$ cat config.mk
export PLATFORM = sky130hd
export DESIGN_NAME = seq_multiplier
export DESIGN_NICKNAME = d
export VERILOG_FILES = /design/src/rtl/seq_mult_pkg.sv /design/src/rtl/seq_mult_ctrl.sv /design/src/rtl/seq_multiplier.sv
export SDC_FILE = /design/constraint.sdc
export NUM_CORES = 1
export LEC_CHECK = 0
export CAP_MARGIN = 10
export CORE_ASPECT_RATIO = 1.1
export CORE_MARGIN = 4
export CORE_UTILIZATION = 35
export CTS_CLUSTER_DIAMETER = 50
export DETAILED_ROUTE_END_ITERATION = 12
export SLEW_MARGIN = 20
export SYNTH_ARGS = -nofsm -noshare
export SYNTH_HDL_FRONTEND = slang
export SYNTH_SLANG_ARGS = --single-unit
$ cat constraint.sdc
create_clock -name clk -period 6.08 [get_ports clk]
set_clock_uncertainty 0.15 [all_clocks]
set_input_delay 0.912 -clock clk [delete_from_list [all_inputs] [get_ports clk]]
set_output_delay 0.912 -clock clk [all_outputs]
set_load 0.03 [all_outputs]
$ cat src/rtl/seq_mult_pkg.sv
// Shared types for the sequential shift-add multiplier: controller state
// encoding and the enable bundle the controller hands to the datapath.
package seq_mult_pkg;

  typedef enum logic [1:0] {
    IDLE = 2'd0,
    CALC = 2'd1,
    DONE = 2'd2
  } state_e;

  typedef struct packed {
    logic load;   // capture operand magnitudes, clear accumulator and counter
    logic shift;  // one shift-add iteration
    logic count;  // advance the iteration counter
    logic done;   // final iteration: register the signed product
  } ctrl_en_t;

endpackage : seq_mult_pkg

$ cat src/rtl/seq_mult_ctrl.sv
// Control FSM for seq_multiplier: sequences IDLE -> CALC -> DONE and emits
// datapath enables plus registered handshake outputs.
module seq_mult_ctrl
  import seq_mult_pkg::*;
(
  input  logic     clk,
  input  logic     reset,
  input  logic     src_valid,
  input  logic     dst_ready,
  input  logic     last_iter,
  output logic     src_ready,
  output logic     dst_valid,
  output ctrl_en_t en
);

  state_e state_q;
  logic   src_ready_q;
  logic   dst_valid_q;

  always_ff @(posedge clk or negedge reset) begin
    if (!reset) begin
      state_q     <= IDLE;
      src_ready_q <= 1'b1;
      dst_valid_q <= 1'b0;
    end else begin
      unique case (state_q)
        IDLE: begin
          if (src_valid) begin
            state_q     <= CALC;
            src_ready_q <= 1'b0;
          end
        end
        CALC: begin
          if (last_iter) begin
            state_q     <= DONE;
            dst_valid_q <= 1'b1;
          end
        end
        DONE: begin
          if (dst_ready) begin
            state_q     <= IDLE;
            dst_valid_q <= 1'b0;
            src_ready_q <= 1'b1;
          end
        end
        default: begin
          state_q     <= IDLE;
          src_ready_q <= 1'b1;
          dst_valid_q <= 1'b0;
        end
      endcase
    end
  end

  // src_ready is high exactly in IDLE, so the accept condition needs only src_valid.
  always_comb begin
    en       = '0;
    en.load  = (state_q == IDLE) && src_valid;
    en.shift = (state_q == CALC);
    en.count = (state_q == CALC);
    en.done  = (state_q == CALC) && last_iter;
  end

  assign src_ready = src_ready_q;
  assign dst_valid = dst_valid_q;

endmodule : seq_mult_ctrl

$ cat src/rtl/seq_multiplier.sv
// Sequential shift-add multiplier: signed/unsigned WIDTH x WIDTH -> 2*WIDTH,
// one iteration per cycle on operand magnitudes, sign applied at the end.
module seq_multiplier
  import seq_mult_pkg::*;
#(
  parameter int WIDTH = 16,
  parameter int CNT_W = $clog2(WIDTH)
) (
  input  logic               clk,
  input  logic               reset,
  input  logic               src_valid,
  output logic               src_ready,
  input  logic [WIDTH-1:0]   multiplicand,
  input  logic [WIDTH-1:0]   multiplier,
  input  logic               is_signed,
  output logic [2*WIDTH-1:0] product,
  output logic               dst_valid,
  input  logic               dst_ready
);

  localparam int PW = 2 * WIDTH;

  ctrl_en_t en;
  logic     last_iter;

  logic [PW-1:0]    mcand_q, mcand_d;
  logic [WIDTH-1:0] mplier_q, mplier_d;
  logic [PW-1:0]    acc_q, acc_d;
  logic [CNT_W-1:0] cnt_q, cnt_d;
  logic             neg_q, neg_d;
  logic [PW-1:0]    product_q, product_d;

  logic             a_neg, b_neg;
  logic [WIDTH-1:0] a_mag, b_mag;
  logic [PW-1:0]    partial;
  logic [PW-1:0]    acc_sum;

  seq_mult_ctrl u_ctrl (
    .clk       (clk),
    .reset     (reset),
    .src_valid (src_valid),
    .dst_ready (dst_ready),
    .last_iter (last_iter),
    .src_ready (src_ready),
    .dst_valid (dst_valid),
    .en        (en)
  );

  // Two's-complement of -2^(WIDTH-1) wraps to itself, which read as unsigned
  // is exactly the required magnitude 2^(WIDTH-1).
  assign a_neg = is_signed & multiplicand[WIDTH-1];
  assign b_neg = is_signed & multiplier[WIDTH-1];
  assign a_mag = a_neg ? (~multiplicand) + WIDTH'(1) : multiplicand;
  assign b_mag = b_neg ? (~multiplier) + WIDTH'(1) : multiplier;

  assign partial   = mplier_q[0] ? mcand_q : '0;
  assign acc_sum   = acc_q + partial;
  assign last_iter = (cnt_q == CNT_W'(WIDTH - 1));

  always_comb begin
    mcand_d   = mcand_q;
    mplier_d  = mplier_q;
    acc_d     = acc_q;
    cnt_d     = cnt_q;
    neg_d     = neg_q;
    product_d = product_q;

    if (en.load) begin
      mcand_d  = {{WIDTH{1'b0}}, a_mag};
      mplier_d = b_mag;
      neg_d    = a_neg ^ b_neg;
      acc_d    = '0;
      cnt_d    = '0;
    end else if (en.shift) begin
      acc_d    = acc_sum;
      mcand_d  = mcand_q << 1;
      mplier_d = mplier_q >> 1;
    end

    if (en.count) begin
      cnt_d = cnt_q + CNT_W'(1);
    end

    // The last iteration's sum is folded straight into the result register.
    if (en.done) begin
      product_d = neg_q ? (~acc_sum) + PW'(1) : acc_sum;
    end
  end

  always_ff @(posedge clk or negedge reset) begin
    if (!reset) begin
      mcand_q   <= '0;
      mplier_q  <= '0;
      acc_q     <= '0;
      cnt_q     <= '0;
      neg_q     <= 1'b0;
      product_q <= '0;
    end else begin
      mcand_q   <= mcand_d;
      mplier_q  <= mplier_d;
      acc_q     <= acc_d;
      cnt_q     <= cnt_d;
      neg_q     <= neg_d;
      product_q <= product_d;
    end
  end

  assign product = product_q;

endmodule : seq_multiplier

-- After elaboration in Yosys (flattened, before gate mapping)
Index checks and enable logic that the tools add are counted.
- bits of input ports: 37
- output and inout bits: 34
- bits in registers: 121
- logic and storage cells: 57
- add/sub/neg operators: 5
- reduce and logical (&&, ||, !) cells: 7
- multiplexer cells: 22
- bitwise logic cells: 8
- eq/ne operators: 6
- operator list (operator ; count):
    $mux 32 ; 6
    $mux 16 ; 4
    $add 16x1->16 const B ; 2
    $add 32x1->32 const B ; 1
    $add 32x32->32 ; 1
    $not 16->16 ; 2
    $not 32->32 ; 1
    $reduce_and 3->1 ; 3
    $mux 4 ; 2
    $mux 2 ; 3
    $pmux 1 s3 ; 2
    $pmux 2 s3 ; 1
    $add 4x1->4 const B ; 1
    $eq 4x4->1 const B ; 1
    $mux 1 ; 4
    $ne 2x2->1 const B ; 2
    $and 1x1->1 ; 2
    $eq 2x1->1 const B ; 1
    $eq 2x2->1 const B ; 1
    $logic_and 1x1->1 ; 2
    $logic_not 2->1 ; 1
    $ne 2x1->1 const B ; 1
    $not 1->1 ; 2
    $reduce_bool 2->1 ; 1
    $xor 1x1->1 ; 1

-- Logic depth before layout (Yosys ltp)
- depth after elaboration: 5
- gate-level depth with buffers: 15

-- By module
Synthesis repeated with hierarchy kept, for this count alone.
- cell total of the unflattened synthesis: 980
- area, all modules: 8605.8 µm²
- modules (own cells, without submodules) (module ; times used ; cells an instance ; area each (µm²)):
    seq_multiplier ; 1 ; 958 ; 8404.3
    seq_mult_ctrl ; 1 ; 22 ; 201.4

-- Worst setup path before layout
Ideal clock, no wire load.
- path kind: register -> register
- from: reg mplier_q[0]
- to: reg product_q[31], in the netlist product[31]
- library setup time: 0.131 ns
- stages on the path, launching flop included: 16
- required time: 5.799 ns
- buffers on the path: 1
- setup slack: 1.631 ns
- arrival time: 4.167 ns
- cell sequence: dfrtp_1 -> clkbuf_1 -> and2_1 -> ha_1 -> fa_1 -> a211oi_1 -> o21a_2 -> xnor2_1 -> or3_1 -> nand4b_4 -> or3b_4 -> or4_4 -> or3_4 -> o41ai_2 -> xnor2_1 -> o21ai_1
- word-level cells in the longest chain between the ends: 5
- ends and longest elaborated chain (element ; RTL line ; text):
    from (decl) ; seq_multiplier.sv:27 ; logic [WIDTH-1:0] mplier_q, mplier_d;
    from (signal assigned) ; seq_multiplier.sv:100 ; mplier_q <= mplier_d;
    $mux 32 * ; seq_multiplier.sv:56 ; assign partial = mplier_q[0] ? mcand_q : '0;
    $add 32x32->32 * ; seq_multiplier.sv:57 ; assign acc_sum = acc_q + partial;
    $not 32->32 ; seq_multiplier.sv:86 ; product_d = neg_q ? (~acc_sum) + PW'(1) : acc_sum;
    $add 32x1->32 ; seq_multiplier.sv:86 ;
    $mux 32 * ; seq_multiplier.sv:86 ;
    to (signal assigned) ; seq_multiplier.sv:104 ; product_q <= product_d;
    to (decl) ; seq_multiplier.sv:31 ; logic [PW-1:0] product_q, product_d;
Every way passes the cells marked *; elsewhere a longest branch is shown, timed or not.
A chain may end at the register's enable or synchronous reset.

-- Worst setup path after layout
- from: reg mplier_q[0]
- to: reg product_q[30], in the netlist product[30]
The elaborated chain is that of the path after synthesis.

==> flow_metrics.env <==
export IMPL_path_max_fanout=33
export IMPL_path_clk_slew_ns=0.06
export IMPL_path_delay_family="simple AND/OR/NAND/NOR gates"
export IMPL_layout_drive_gt1_share_pct=6.47
export IMPL_post_route_util_pct=42.8
export IMPL_powerDensity_nw_per_um2=565
export IMPL_slew_headroom_pct=33.2
export IMPL_final_area_um2=9440
export IMPL_hold_start="product[23]"
export IMPL_hold_path_depth=2
export IMPL_timing_final_crit_share_pct=83.7
export IMPL_die_y_um=165
export IMPL_async_reset_ff_share_pct=100
export IMPL_reg2reg_depth=14
export IMPL_rr_endpoint="product[30]"
export IMPL_n_antenna_cell=0
export IMPL_critPathBufInv=0
export IMPL_synth_top_cell_area_share_pct=38.3
export IMPL_grt_antenna_before_repair=0
export IMPL_netlist_top_cells_area="dfrtp_1 (38%), o21ai_0 (7.9%), nand2_1 (6.8%), ha_1 (5.6%), xnor2_1 (4.8%)"
export IMPL_wire_per_inst_um=15.1
export IMPL_wl_um=19200
export IMPL_max_stage_delay_ns=0.66
export IMPL_post_dp_cell_area_um2=8770
export IMPL_timing_fmax_ghz=0.196
export IMPL_setup_violations=0
export IMPL_syn_cell_area_um2=7840
export IMPL_cp_arrival_ns=5.24
export IMPL_htree_num_levels=4
export IMPL_place_gp_congestion=0.880
export IMPL_syn_nets=991
export IMPL_vias=6651
export IMPL_post_cts_resized=0
export IMPL_coreArea_um2=22000
export IMPL_overflow=0
export IMPL_leakage_nw=3.95
export IMPL_start_util_pct=35.6
export IMPL_rsz0062_at_grt="no"
export IMPL_synthToLayoutAreaGrowth_pct=20.3
export IMPL_clk_latency_ns=0.41
export IMPL_drtIter0Drc=484
export IMPL_yosysWarnings=0
export IMPL_slowest_stage="dfrtp_1"
export IMPL_hold_path_end="product[23]"
export IMPL_drc=0
export IMPL_ys_ff_latch=121
export IMPL_grt_pass1_vias=6402
export IMPL_viasPerCell=5.24
export IMPL_timing_rr_start="mplier_q[0]"
export IMPL_worstPathRequired_ns=6.23
export IMPL_synth_ff_type="dfrtp_1"
export IMPL_tns_ns=0
export IMPL_ioPinCount=71
export IMPL_postCtsSetupRepairBufs=0
export IMPL_synthDistinctLibCells=70
export IMPL_period_minus_slack_ns=5.09
export IMPL_numCtsBuffers=17
export IMPL_final_hold_violation_count=0
export IMPL_yosysSeqAreaShare_pct=38.6
export IMPL_path_cells="and2_1, ha_1, fa_1, a211oi_1, o21ai_0, a21oi_2, o21ai_1, xor2_1, or4_1, or4_1, or3_1, nor3_1, mux2i_1, nand2_1"
export IMPL_fin_nets=1034
export IMPL_maxCapViolCount=0
export IMPL_num_rows=57
export IMPL_place_hpwl_um=13900
export IMPL_final_cells=1269
export IMPL_synth_area_per_cell_um2=8.54
export IMPL_clk_path_buf_depth=2
export IMPL_port_buffers=70
export IMPL_cts_tree="yes"
export IMPL_die_w_um=151
export IMPL_synth_edff_count=0
export IMPL_critPathKind="reg -> reg"
export IMPL_end_kind="flop"
export IMPL_ir_drop_v=0.000243
export IMPL_grt_pass1_wl_um=32300
export IMPL_grt_max_degree=72
export IMPL_postCtsHoldBufs=0
export IMPL_path_depth=14
export IMPL_min_path_type="reg -> reg"
export IMPL_crit_top_cell="or4_1"
export IMPL_tightest_slew_ns=1.00
export IMPL_yosys_area_top_type="dfrtp_1"
export IMPL_critPathLaunchType="flop"
export IMPL_grt_util_all_layers_pct=16.0
export IMPL_dieArea_um2=24900
export IMPL_hold_slack_ns=0.324
export IMPL_cts_root_buf="clkbuf_16"
export IMPL_final_max_slew_viol_count=0
export IMPL_cts_num_sinks=121
export IMPL_ant_nets=0
export IMPL_firstDrtPassIters=5
export IMPL_reg2reg_slack_ns=0.99
export IMPL_postSynthCellCount=918
export IMPL_status="completed"
export IMPL_dp_cells=1237
[flip-flops by register name (all words and copies together) (netlist names)]
name and cells:
u_ctrl.src_ready 1, acc_q 32, product 32, cnt_q 4
neg_q 1, mplier_q 16, mcand_q 32, u_ctrl.dst_valid 1
u_ctrl.state_q 2
[stage by stage]
stage | setup slack (ns) | power, mW
final | 0.990 | 5.33
after global routing | 0.692 | 5.78
after CTS | 0.992 | 5.36
after detailed placement | 1.00 | 4.22
after global placement | 1.10 | 4.17
after floorplan | 1.63 | 3.44
[cells in the final DEF (no fill, tap or decap), drive strengths merged, types with 4 or more instances in the layout]
| master | n |
|---|---|
| a22oi | 29 |
| inv | 13 |
| o21a | 6 |
| nand4 | 7 |
| a22o | 5 |
| or4 | 5 |
| or3 | 10 |
| xnor2 | 43 |
| bufinv | 5 |
| a21o | 11 |
| o21ai | 137 |
| nor3 | 7 |
| mux2i | 4 |
| or2 | 5 |
| and3 | 4 |
| nor2b | 8 |
| clkbuf | 21 |
| o41ai | 5 |
| xor2 | 39 |
| clkinvlp | 5 |
| buf | 8 |
| and2 | 36 |
| nand2 | 143 |
| ha | 35 |
| a21oi | 46 |
| a211oi | 4 |
| o31ai | 11 |
| nand3 | 42 |
| dfrtp | 120 |
| nand2b | 7 |
| clkdlybuf4s50 | 69 |
| o211ai | 5 |
| nor2 | 36 |
[power by group]
group / internal (mW) / total [mW] / leakage, nW / switching (mW)
clock network: 0.759 / 1.13 / 0.308 / 0.367
registers: 1.16 / 1.43 / 1.55 / 0.267
logic: 1.08 / 2.77 / 2.09 / 1.69
total: 3.00 / 5.33 / 3.95 / 2.33
[cell usage after synthesis, types with 4 or more instances]
library cell / count
o31ai_1: 11
a22o_1: 5
nor2_1: 36
o41ai_1: 4
nor3_1: 7
xor2_1: 39
ha_1: 35
nand4_1: 7
clkbuf_1: 47
or3_1: 9
dfrtp_1: 120
nand3_1: 42
o21ai_0: 124
nand2b_1: 7
and3_1: 4
mux2i_1: 4
o21ai_1: 13
inv_1: 13
and2_1: 36
xnor2_1: 43
nand2_1: 143
buf_1: 4
o21a_1: 5
nor2b_1: 8
a22oi_1: 29
or2_2: 4
o211ai_1: 4
or4_1: 4
a21o_1: 11
a21oi_1: 45
[routing by layer]
layer	track usage (%)	vias to the layer above	routed length [um]
met3	2.96	14	989
met5	0	-	0
li1	-	3354	-
met4	4.12	0	223
met2	24.5	154	8400
met1	23.2	3129	9570
[tightest hold or removal path: stages, from the launching register on]
cell	delay, ns
dfrtp_1	0.34
nand2_1	0.04
o21ai_0	0.06
[layout make-up]
class / instances / area (um^2)
multi-input combinational: 731 / 4580
timing repair buffer: 77 / 751
clock buffer: 21 / 470
tap: 295 / 369
inverter: 13 / 48.8
sequential: 121 / 3030
clock inverter: 11 / 193
fill: 2182 / 12600
[worst max-delay path by stage]
stage | start | to | slack, ns
after CTS | mplier_q[0] | product[26] | 0.99
after global placement | mplier_q[0] | product[30] | 1.10
after floorplan | mplier_q[0] | product[31] | 1.63
after global routing | mplier_q[0] | product[26] | 0.69
after detailed placement | mplier_q[0] | product[26] | 1.00
final | mplier_q[0] | product[30] | 0.99
[logic make-up (layout without fill, tap and decap cells)]
group	after synthesis	count (layout)	share of synthesized area (%)
adders and majority gates	36	36	5.84
and+or+nand+nor	319	319	19.6
xor gates and xnor gates	82	82	9.16
buffers and inverters	66	122	3.19
DFF	121	121	38.6
muxes	6	6	0.798
AOI/OAI and AO/OA	288	288	22.8
No activity file was read; power rests on OpenSTA's default activity.
